===== src/rtl/iob_iob2wishbone_burst.sv =====
// rtl/iob_iob2wishbone_burst.sv - IOb slave to Wishbone B4 master bridge with posted writes and incrementing bursts
//
// Ports:
//   clk_i, arst_n_i                 clock, asynchronous active-low reset
//   valid_i, addr_i, wdata_i,
//   wstrb_i, ready_o                IOb request (wstrb != 0 is a write)
//   rdata_o, rvalid_o, rerr_o       IOb read completion (one-cycle pulse)
//   werr_o, werr_clr_i              sticky posted-write error and its clear
//   busy_o                          FIFO non-empty or Wishbone cycle open
//   wb_*                            Wishbone B4 master (registered-feedback CTI/BTE)
module iob_iob2wishbone_burst #(
  parameter int ADDR_W    = 32,
  parameter int DATA_W    = 32,
  parameter int FIFO_AW   = 2,
  parameter int MAX_BURST = 4,
  parameter int TIMEOUT_W = 8
) (
  input  logic                  clk_i,
  input  logic                  arst_n_i,
  input  logic                  valid_i,
  input  logic [ADDR_W-1:0]     addr_i,
  input  logic [DATA_W-1:0]     wdata_i,
  input  logic [DATA_W/8-1:0]   wstrb_i,
  output logic                  ready_o,
  output logic [DATA_W-1:0]     rdata_o,
  output logic                  rvalid_o,
  output logic                  rerr_o,
  output logic                  werr_o,
  input  logic                  werr_clr_i,
  output logic                  busy_o,
  output logic [ADDR_W-1:0]     wb_adr_o,
  output logic [DATA_W/8-1:0]   wb_sel_o,
  output logic                  wb_we_o,
  output logic [DATA_W-1:0]     wb_dat_o,
  input  logic [DATA_W-1:0]     wb_dat_i,
  output logic                  wb_cyc_o,
  output logic                  wb_stb_o,
  input  logic                  wb_ack_i,
  input  logic                  wb_err_i,
  output logic [2:0]            wb_cti_o,
  output logic [1:0]            wb_bte_o
);

  localparam int SEL_W  = DATA_W / 8;
  localparam int DEPTH  = 1 << FIFO_AW;
  localparam int BEAT_W = $clog2(MAX_BURST + 1);

  localparam logic [2:0] CTI_CLASSIC = 3'b000;
  localparam logic [2:0] CTI_INCR    = 3'b010;
  localparam logic [2:0] CTI_END     = 3'b111;

  localparam logic [FIFO_AW:0]     CNT_ONE   = 1;
  localparam logic [FIFO_AW:0]     CNT_TWO   = 2;
  localparam logic [FIFO_AW:0]     CNT_FULL  = DEPTH[FIFO_AW:0];
  localparam logic [FIFO_AW-1:0]   PTR_ONE   = 1;
  localparam logic [FIFO_AW-1:0]   PTR_TWO   = FIFO_AW'(2);
  localparam logic [BEAT_W-1:0]    BEAT_LAST = BEAT_W'(MAX_BURST - 1);
  localparam logic [ADDR_W:0]      ADDR_STEP = (ADDR_W + 1)'(SEL_W);
  // The counter trips on the wait cycle that would take it to all-ones.
  localparam logic [TIMEOUT_W-1:0] TMO_LAST  = {{(TIMEOUT_W - 1){1'b1}}, 1'b0};

  typedef enum logic [1:0] {
    S_IDLE,
    S_WR,
    S_RD,
    S_GAP
  } state_t;

  state_t state_q, state_d;

  logic [ADDR_W-1:0]  fifo_addr [DEPTH];
  logic [DATA_W-1:0]  fifo_data [DEPTH];
  logic [SEL_W-1:0]   fifo_strb [DEPTH];
  logic [FIFO_AW-1:0] rd_ptr_q, wr_ptr_q, ptr1, ptr2;
  logic [FIFO_AW:0]   count_q;

  logic [2:0]           cti_q, cti_d;
  logic [BEAT_W-1:0]    beat_q, beat_d, beat_nxt;
  logic [TIMEOUT_W-1:0] tmo_q, tmo_d;
  logic [ADDR_W-1:0]    rd_addr_q, rd_addr_d;
  logic [DATA_W-1:0]    rdata_q, rdata_d;
  logic                 rvalid_q, rvalid_d, rerr_q, rerr_d, werr_q, werr_d;

  logic is_write, empty, full, in_wr, in_rd, cyc, tmo, err_ev, ack_ev;
  logic push, pop, rd_acc;
  logic avail1, avail2, contig01, contig12;
  logic [ADDR_W-1:0] addr0, addr1, addr2;
  logic [2:0] cti_launch, cti_adv;

  assign is_write = |wstrb_i;
  assign empty    = (count_q == '0);
  assign full     = (count_q == CNT_FULL);
  assign in_wr    = (state_q == S_WR);
  assign in_rd    = (state_q == S_RD);
  assign cyc      = in_wr | in_rd;

  // err beats ack, and an expired wait counts as an err
  assign tmo    = cyc && !wb_ack_i && !wb_err_i && (tmo_q == TMO_LAST);
  assign err_ev = cyc && (wb_err_i || tmo);
  assign ack_ev = cyc && wb_ack_i && !wb_err_i;

  assign pop     = in_wr && (ack_ev || err_ev);
  assign push    = valid_i && is_write && (!full || pop);
  assign rd_acc  = valid_i && !is_write && (state_q == S_IDLE) && empty;
  assign ready_o = push | rd_acc;

  // Look-ahead at the entries behind the head. An entry being pushed this
  // cycle counts, so back-to-back writes can open a burst straight away.
  always_comb begin
    ptr1     = rd_ptr_q + PTR_ONE;
    ptr2     = rd_ptr_q + PTR_TWO;
    addr0    = fifo_addr[rd_ptr_q];
    avail1   = (count_q > CNT_ONE) || ((count_q == CNT_ONE) && push);
    addr1    = (count_q > CNT_ONE) ? fifo_addr[ptr1] : addr_i;
    avail2   = (count_q > CNT_TWO) || ((count_q == CNT_TWO) && push);
    addr2    = (count_q > CNT_TWO) ? fifo_addr[ptr2] : addr_i;
    // One extra bit so an increment that wraps the address space never matches
    contig01 = (({1'b0, addr0} + ADDR_STEP) == {1'b0, addr1});
    contig12 = (({1'b0, addr1} + ADDR_STEP) == {1'b0, addr2});
    beat_nxt = beat_q + BEAT_W'(1);
    cti_launch = (avail1 && contig01) ? CTI_INCR : CTI_CLASSIC;
    cti_adv    = (avail2 && contig12 && (beat_nxt < BEAT_LAST)) ? CTI_INCR : CTI_END;
  end

  always_comb begin
    state_d   = state_q;
    cti_d     = cti_q;
    beat_d    = beat_q;
    rd_addr_d = rd_addr_q;
    rdata_d   = rdata_q;
    rvalid_d  = 1'b0;
    rerr_d    = 1'b0;
    werr_d    = werr_clr_i ? 1'b0 : werr_q;
    tmo_d     = (cyc && !wb_ack_i && !wb_err_i && !tmo) ? tmo_q + TIMEOUT_W'(1) : '0;

    case (state_q)
      S_IDLE: begin
        if (!empty) begin
          state_d = S_WR;
          cti_d   = cti_launch;
          beat_d  = '0;
        end else if (rd_acc) begin
          state_d   = S_RD;
          rd_addr_d = addr_i;
        end
      end
      S_WR: begin
        if (err_ev) begin
          werr_d  = 1'b1;
          state_d = S_IDLE;
        end else if (ack_ev) begin
          if (cti_q == CTI_INCR) begin
            cti_d  = cti_adv;
            beat_d = beat_nxt;
          end else begin
            state_d = S_GAP;
          end
        end
      end
      S_RD: begin
        if (err_ev) begin
          rvalid_d = 1'b1;
          rerr_d   = 1'b1;
          rdata_d  = '0;
          state_d  = S_IDLE;
        end else if (ack_ev) begin
          rvalid_d = 1'b1;
          rdata_d  = wb_dat_i;
          state_d  = S_IDLE;
        end
      end
      S_GAP: begin
        if (!empty) begin
          state_d = S_WR;
          cti_d   = cti_launch;
          beat_d  = '0;
        end else begin
          state_d = S_IDLE;
        end
      end
      default: state_d = S_IDLE;
    endcase
  end

  always_ff @(posedge clk_i or negedge arst_n_i) begin
    if (!arst_n_i) begin
      state_q   <= S_IDLE;
      cti_q     <= CTI_CLASSIC;
      beat_q    <= '0;
      tmo_q     <= '0;
      rd_addr_q <= '0;
      rdata_q   <= '0;
      rvalid_q  <= 1'b0;
      rerr_q    <= 1'b0;
      werr_q    <= 1'b0;
    end else begin
      state_q   <= state_d;
      cti_q     <= cti_d;
      beat_q    <= beat_d;
      tmo_q     <= tmo_d;
      rd_addr_q <= rd_addr_d;
      rdata_q   <= rdata_d;
      rvalid_q  <= rvalid_d;
      rerr_q    <= rerr_d;
      werr_q    <= werr_d;
    end
  end

  always_ff @(posedge clk_i or negedge arst_n_i) begin
    if (!arst_n_i) begin
      rd_ptr_q <= '0;
      wr_ptr_q <= '0;
      count_q  <= '0;
    end else begin
      if (push) wr_ptr_q <= wr_ptr_q + PTR_ONE;
      if (pop)  rd_ptr_q <= rd_ptr_q + PTR_ONE;
      case ({push, pop})
        2'b10:   count_q <= count_q + CNT_ONE;
        2'b01:   count_q <= count_q - CNT_ONE;
        default: count_q <= count_q;
      endcase
    end
  end

  // Storage needs no reset: only entries between the pointers are ever used
  always_ff @(posedge clk_i) begin
    if (push) begin
      fifo_addr[wr_ptr_q] <= addr_i;
      fifo_data[wr_ptr_q] <= wdata_i;
      fifo_strb[wr_ptr_q] <= wstrb_i;
    end
  end

  assign wb_cyc_o = cyc;
  assign wb_stb_o = cyc;
  assign wb_we_o  = in_wr;
  assign wb_adr_o = in_wr ? fifo_addr[rd_ptr_q] : (in_rd ? rd_addr_q : '0);
  assign wb_sel_o = in_wr ? fifo_strb[rd_ptr_q] : (in_rd ? {SEL_W{1'b1}} : '0);
  assign wb_dat_o = in_wr ? fifo_data[rd_ptr_q] : '0;
  assign wb_cti_o = in_wr ? cti_q : CTI_CLASSIC;
  assign wb_bte_o = 2'b00;

  assign busy_o   = !empty | cyc;
  assign rdata_o  = rdata_q;
  assign rvalid_o = rvalid_q;
  assign rerr_o   = rerr_q;
  assign werr_o   = werr_q;

endmodule


===== config.mk =====
export PLATFORM = sky130hd
export DESIGN_NAME = iob_iob2wishbone_burst
export DESIGN_NICKNAME = d
export VERILOG_FILES = /design/src/rtl/iob_iob2wishbone_burst.sv
export SDC_FILE = /design/constraint.sdc
export NUM_CORES = 1
export LEC_CHECK = 0
export CELL_PAD_IN_SITES_DETAIL_PLACEMENT = 2
export CELL_PAD_IN_SITES_GLOBAL_PLACEMENT = 2
export CORE_ASPECT_RATIO = 2
export CORE_MARGIN = 1.5
export CORE_UTILIZATION = 40
export CTS_CLUSTER_SIZE = 30
export DETAILED_ROUTE_END_ITERATION = 10
export PLACE_DENSITY_LB_ADDON = 0.1
export SLEW_MARGIN = 20
export SYNTH_ARGS = -nofsm -noshare
export SYNTH_HDL_FRONTEND = slang
export SYNTH_SLANG_ARGS = --single-unit

===== constraint.sdc =====
create_clock -name clk_i -period 4.51 [get_ports clk_i]
set_input_delay 0.902 -clock clk_i [delete_from_list [all_inputs] [get_ports clk_i]]
set_output_delay 0.902 -clock clk_i [all_outputs]
set_load 0.005 [all_outputs]

==> results of run 1 <==
==> state kept, by name, indices dropped and copies added (netlist names) <==
signal     flops
wr_ptr_q       2
fifo_addr    128
rdata_o       32
fifo_data    128
cti_q          2
werr_o         1
rd_ptr_q       2
state_q        2
tmo_q          8
beat_q         3
rerr_o         1
count_q        3
rd_addr_q     32
fifo_strb     16
rvalid_o       1
==> per-layer routing <==
metal	share of wire [%]	wire length, um	vias to the layer above
met1	33	23500	7540
met4	5.1	3600	0
li1	-	-	6223
met2	57	40200	400
met5	0	0	-
met3	4.5	3140	144
==> final timing paths <==
kind	start	end	slack, ns	cells after the start
worst max-delay path	rd_ptr_q[0]	wb_sel_o[1]	0.27	5
worst min-delay path	arst_n_i	rdata_o[24]	0.39	1
worst max register to register	count_q[1]	cti_q[0]	0.45	15
worst min register to register	rdata_o[26]	rdata_o[26]	0.48	2
max in group asynchronous	arst_n_i	rdata_o[3]	3.22	2
min in group clk_i	rdata_o[26]	rdata_o[26]	0.48	2
==> Yosys cell counts, types with 6 or more instances <==
| cell type | instances | area share (%) |
|---|---|---|
| or4_1 | 11 | 0.42 |
| nor3_1 | 15 | 0.38 |
| a31oi_1 | 7 | 0.22 |
| a21o_1 | 6 | 0.23 |
| mux2_2 | 39 | 2.2 |
| nand2_1 | 123 | 2.3 |
| buf_2 | 16 | 0.40 |
| dfrtp_1 | 89 | 11 |
| inv_1 | 22 | 0.42 |
| xnor2_1 | 48 | 2.1 |
| and2_1 | 41 | 1.3 |
| ha_1 | 19 | 1.2 |
| mux4_1 | 19 | 2.5 |
| mux2i_1 | 37 | 1.9 |
| clkbuf_1 | 46 | 0.87 |
| a21oi_1 | 25 | 0.63 |
| edfxtp_1 | 272 | 41 |
| nor3b_1 | 8 | 0.30 |
| buf_6 | 6 | 0.34 |
| mux4_2 | 110 | 13 |
| nor4_1 | 7 | 0.22 |
| a22o_1 | 47 | 2.1 |
| nand2b_1 | 13 | 0.41 |
| nand4_1 | 28 | 0.88 |
| a211oi_1 | 13 | 0.49 |
| xor2_1 | 51 | 2.3 |
| nor2_1 | 49 | 0.93 |
| buf_4 | 12 | 0.45 |
| o21ai_0 | 90 | 2.3 |
| o211ai_1 | 17 | 0.64 |
| nand3_1 | 32 | 0.81 |
| or3_1 | 18 | 0.57 |
| and3_1 | 13 | 0.41 |
| o22ai_1 | 21 | 0.66 |
==> metrics by stage <==
step	instance area [um^2]	utilization, %	std cells	total power [mW]	worst slack, ns
after floorplan	19800	-	1464	11.4	0.606
after detailed placement	23000	47.0	2312	15.8	0.393
after global routing	24200	49.3	2378	19.7	0.0288
after CTS	24200	49.3	2378	18.9	0.181
final	24200	49.3	2378	18.7	0.269
after global placement	23000	47.0	2312	15.5	0.400
==> cells by family (layout without fill, tap and decap cells) <==
family	count (synthesis)	in the layout
mux	205	205
flops	361	361
compound gates	279	279
simple gates	386	386
fa+ha+maj	19	19
other cells	1	2
buf+inv	113	384
xor+xnor	99	99
==> worst max-delay path: stages, from the launching register on <==
cell and delay [ns]:
dfrtp_4 0.74, buf_12 0.30, buf_4 0.48, mux4_2 0.58, a21o_1 0.20, clkdlybuf4s50_1 0.48
==> cell type report <==
type	instances	area, um^2
timing repair buffer	296	2910
clock buffer	49	990
inverter	22	82.6
clock inverter	17	145
multi-input combinational	990	8850
fill	4648	24900
tap	643	805
sequential	361	10400
==> power by group <==
part	switching, mW	internal (mW)	total (mW)
clock	1.36	1.62	2.98
combinational	6.19	4.70	10.9
sequential	0.481	4.37	4.85
total	8.03	10.7	18.7
==> impl_metrics.env, run 1 <==
export IMPL_holdCritPathClass="primary input to async pin"
export IMPL_end_kind="output pin"
export IMPL_finalSetupTns_ns=0
export IMPL_antenna_found_initial=0
export IMPL_grt_pass1_vias=16200
export IMPL_critPathKind="flop to output pin"
export IMPL_dieArea_um2=51000
export IMPL_leakagePower_nw=8.80
export IMPL_grt_first_pass_wirelength_mm=106
export IMPL_grt_max_degree=66
export IMPL_route_detailed_vias_per_inst=6.02
export IMPL_synth_cells=1463
export IMPL_syn_area_per_cell_um2=13.5
export IMPL_post_cts_buffers=0
export IMPL_synth_xor_area_share_pct=4.38
export IMPL_finalClockSkew_ns=0.0330
export IMPL_relSlewSlack_pct=36.5
export IMPL_grt_overflow_total=0
export IMPL_die_w_um=160
export IMPL_drt_initial_drc_count=691
export IMPL_whs_ns=0.393
export IMPL_ys_types=79
export IMPL_cts_tree="done"
export IMPL_clock_path_buffers=3
export IMPL_worstSetupStartpointType="flop"
export IMPL_finalNetCount=1832
export IMPL_worstPathMaxFanout=34
export IMPL_track_usage_pct=28.0
export IMPL_dp_hpwl_mm=51.1
export IMPL_clkTransAtPathRegs_ns=0.07
export IMPL_start_util_pct=40.4
export IMPL_powerDensity_nw_per_um2=774
export IMPL_yosys_register_bits=361
export IMPL_fin_crit_sh_pct=94.0
export IMPL_cts_buffers=36
export IMPL_setup_viol=0
export IMPL_drive_gt1_share_pct=17.9
export IMPL_drc=0
export IMPL_gp_congestion=0.887
export IMPL_synth_mux_area_share_pct=19.1
export IMPL_syn_to_final_growth_pct=22.0
export IMPL_fmax_mhz=236
export IMPL_layout_common_cells="edfxtp_1, clkdlybuf4s50_1, nand2_1, mux4_2, o21ai_0"
export IMPL_maxCapViolCount=0
export IMPL_final_common_cell="edfxtp_1"
export IMPL_rsz0062_at_grt="false"
export IMPL_status="complete, no violations"
export IMPL_cp_required_ns=3.61
export IMPL_io_pins=219
export IMPL_core_um2=49100
export IMPL_cp_arrival_ns=3.34
export IMPL_vias=14300
export IMPL_clock_sinks=361
export IMPL_std_cell_rows=115
export IMPL_finalHoldViolations=0
export IMPL_synth_compound_gate_area_share_pct=9.56
export IMPL_drtAntennaViolNets=0
export IMPL_wl_mm=70.4
export IMPL_ys_warn_count=0
export IMPL_fin_crit_ns=4.24
export IMPL_wire_per_inst_um=29.6
export IMPL_vdd_drop_max_uv=400
export IMPL_use_met1_pct=28.2
export IMPL_clock_latency_ns=0.56
export IMPL_cts_repair_resized=0
export IMPL_postCtsHoldBufs=0
export IMPL_synth_area_um2=19800
export IMPL_worstMarginPinSlew_ns=0.942
export IMPL_slew_viol_final=0
export IMPL_htreeDepth=2
export IMPL_drtPass1Iterations=5
export IMPL_yosys_most_used_dff="edfxtp_1"
export IMPL_diodes=0
export IMPL_top_usage_layer="met2"
export IMPL_root_buffer="clkbuf_16"
export IMPL_async_flop_share_pct=24.7
export IMPL_synthAdderAreaFrac_pct=1.20
export IMPL_dieHeight_um=318
export IMPL_synth_simple_area_share_pct=10.2
export IMPL_met3_usage_pct=4.28
export IMPL_synth_top_family_by_area="multiplexers"
export IMPL_ys_seq_area_share_pct=52.5
export IMPL_grt_use_met2_pct=54.7
export IMPL_synth_edf_count=272
export IMPL_port_buffers=216
(Power assumes the default switching activity.)
==> run 2: changes to the inputs <==
Settings changed: CTS_CLUSTER_SIZE 30 to default.
==> results of run 2 <==
Final layout, timing and power as in run 1 (identical DEF).
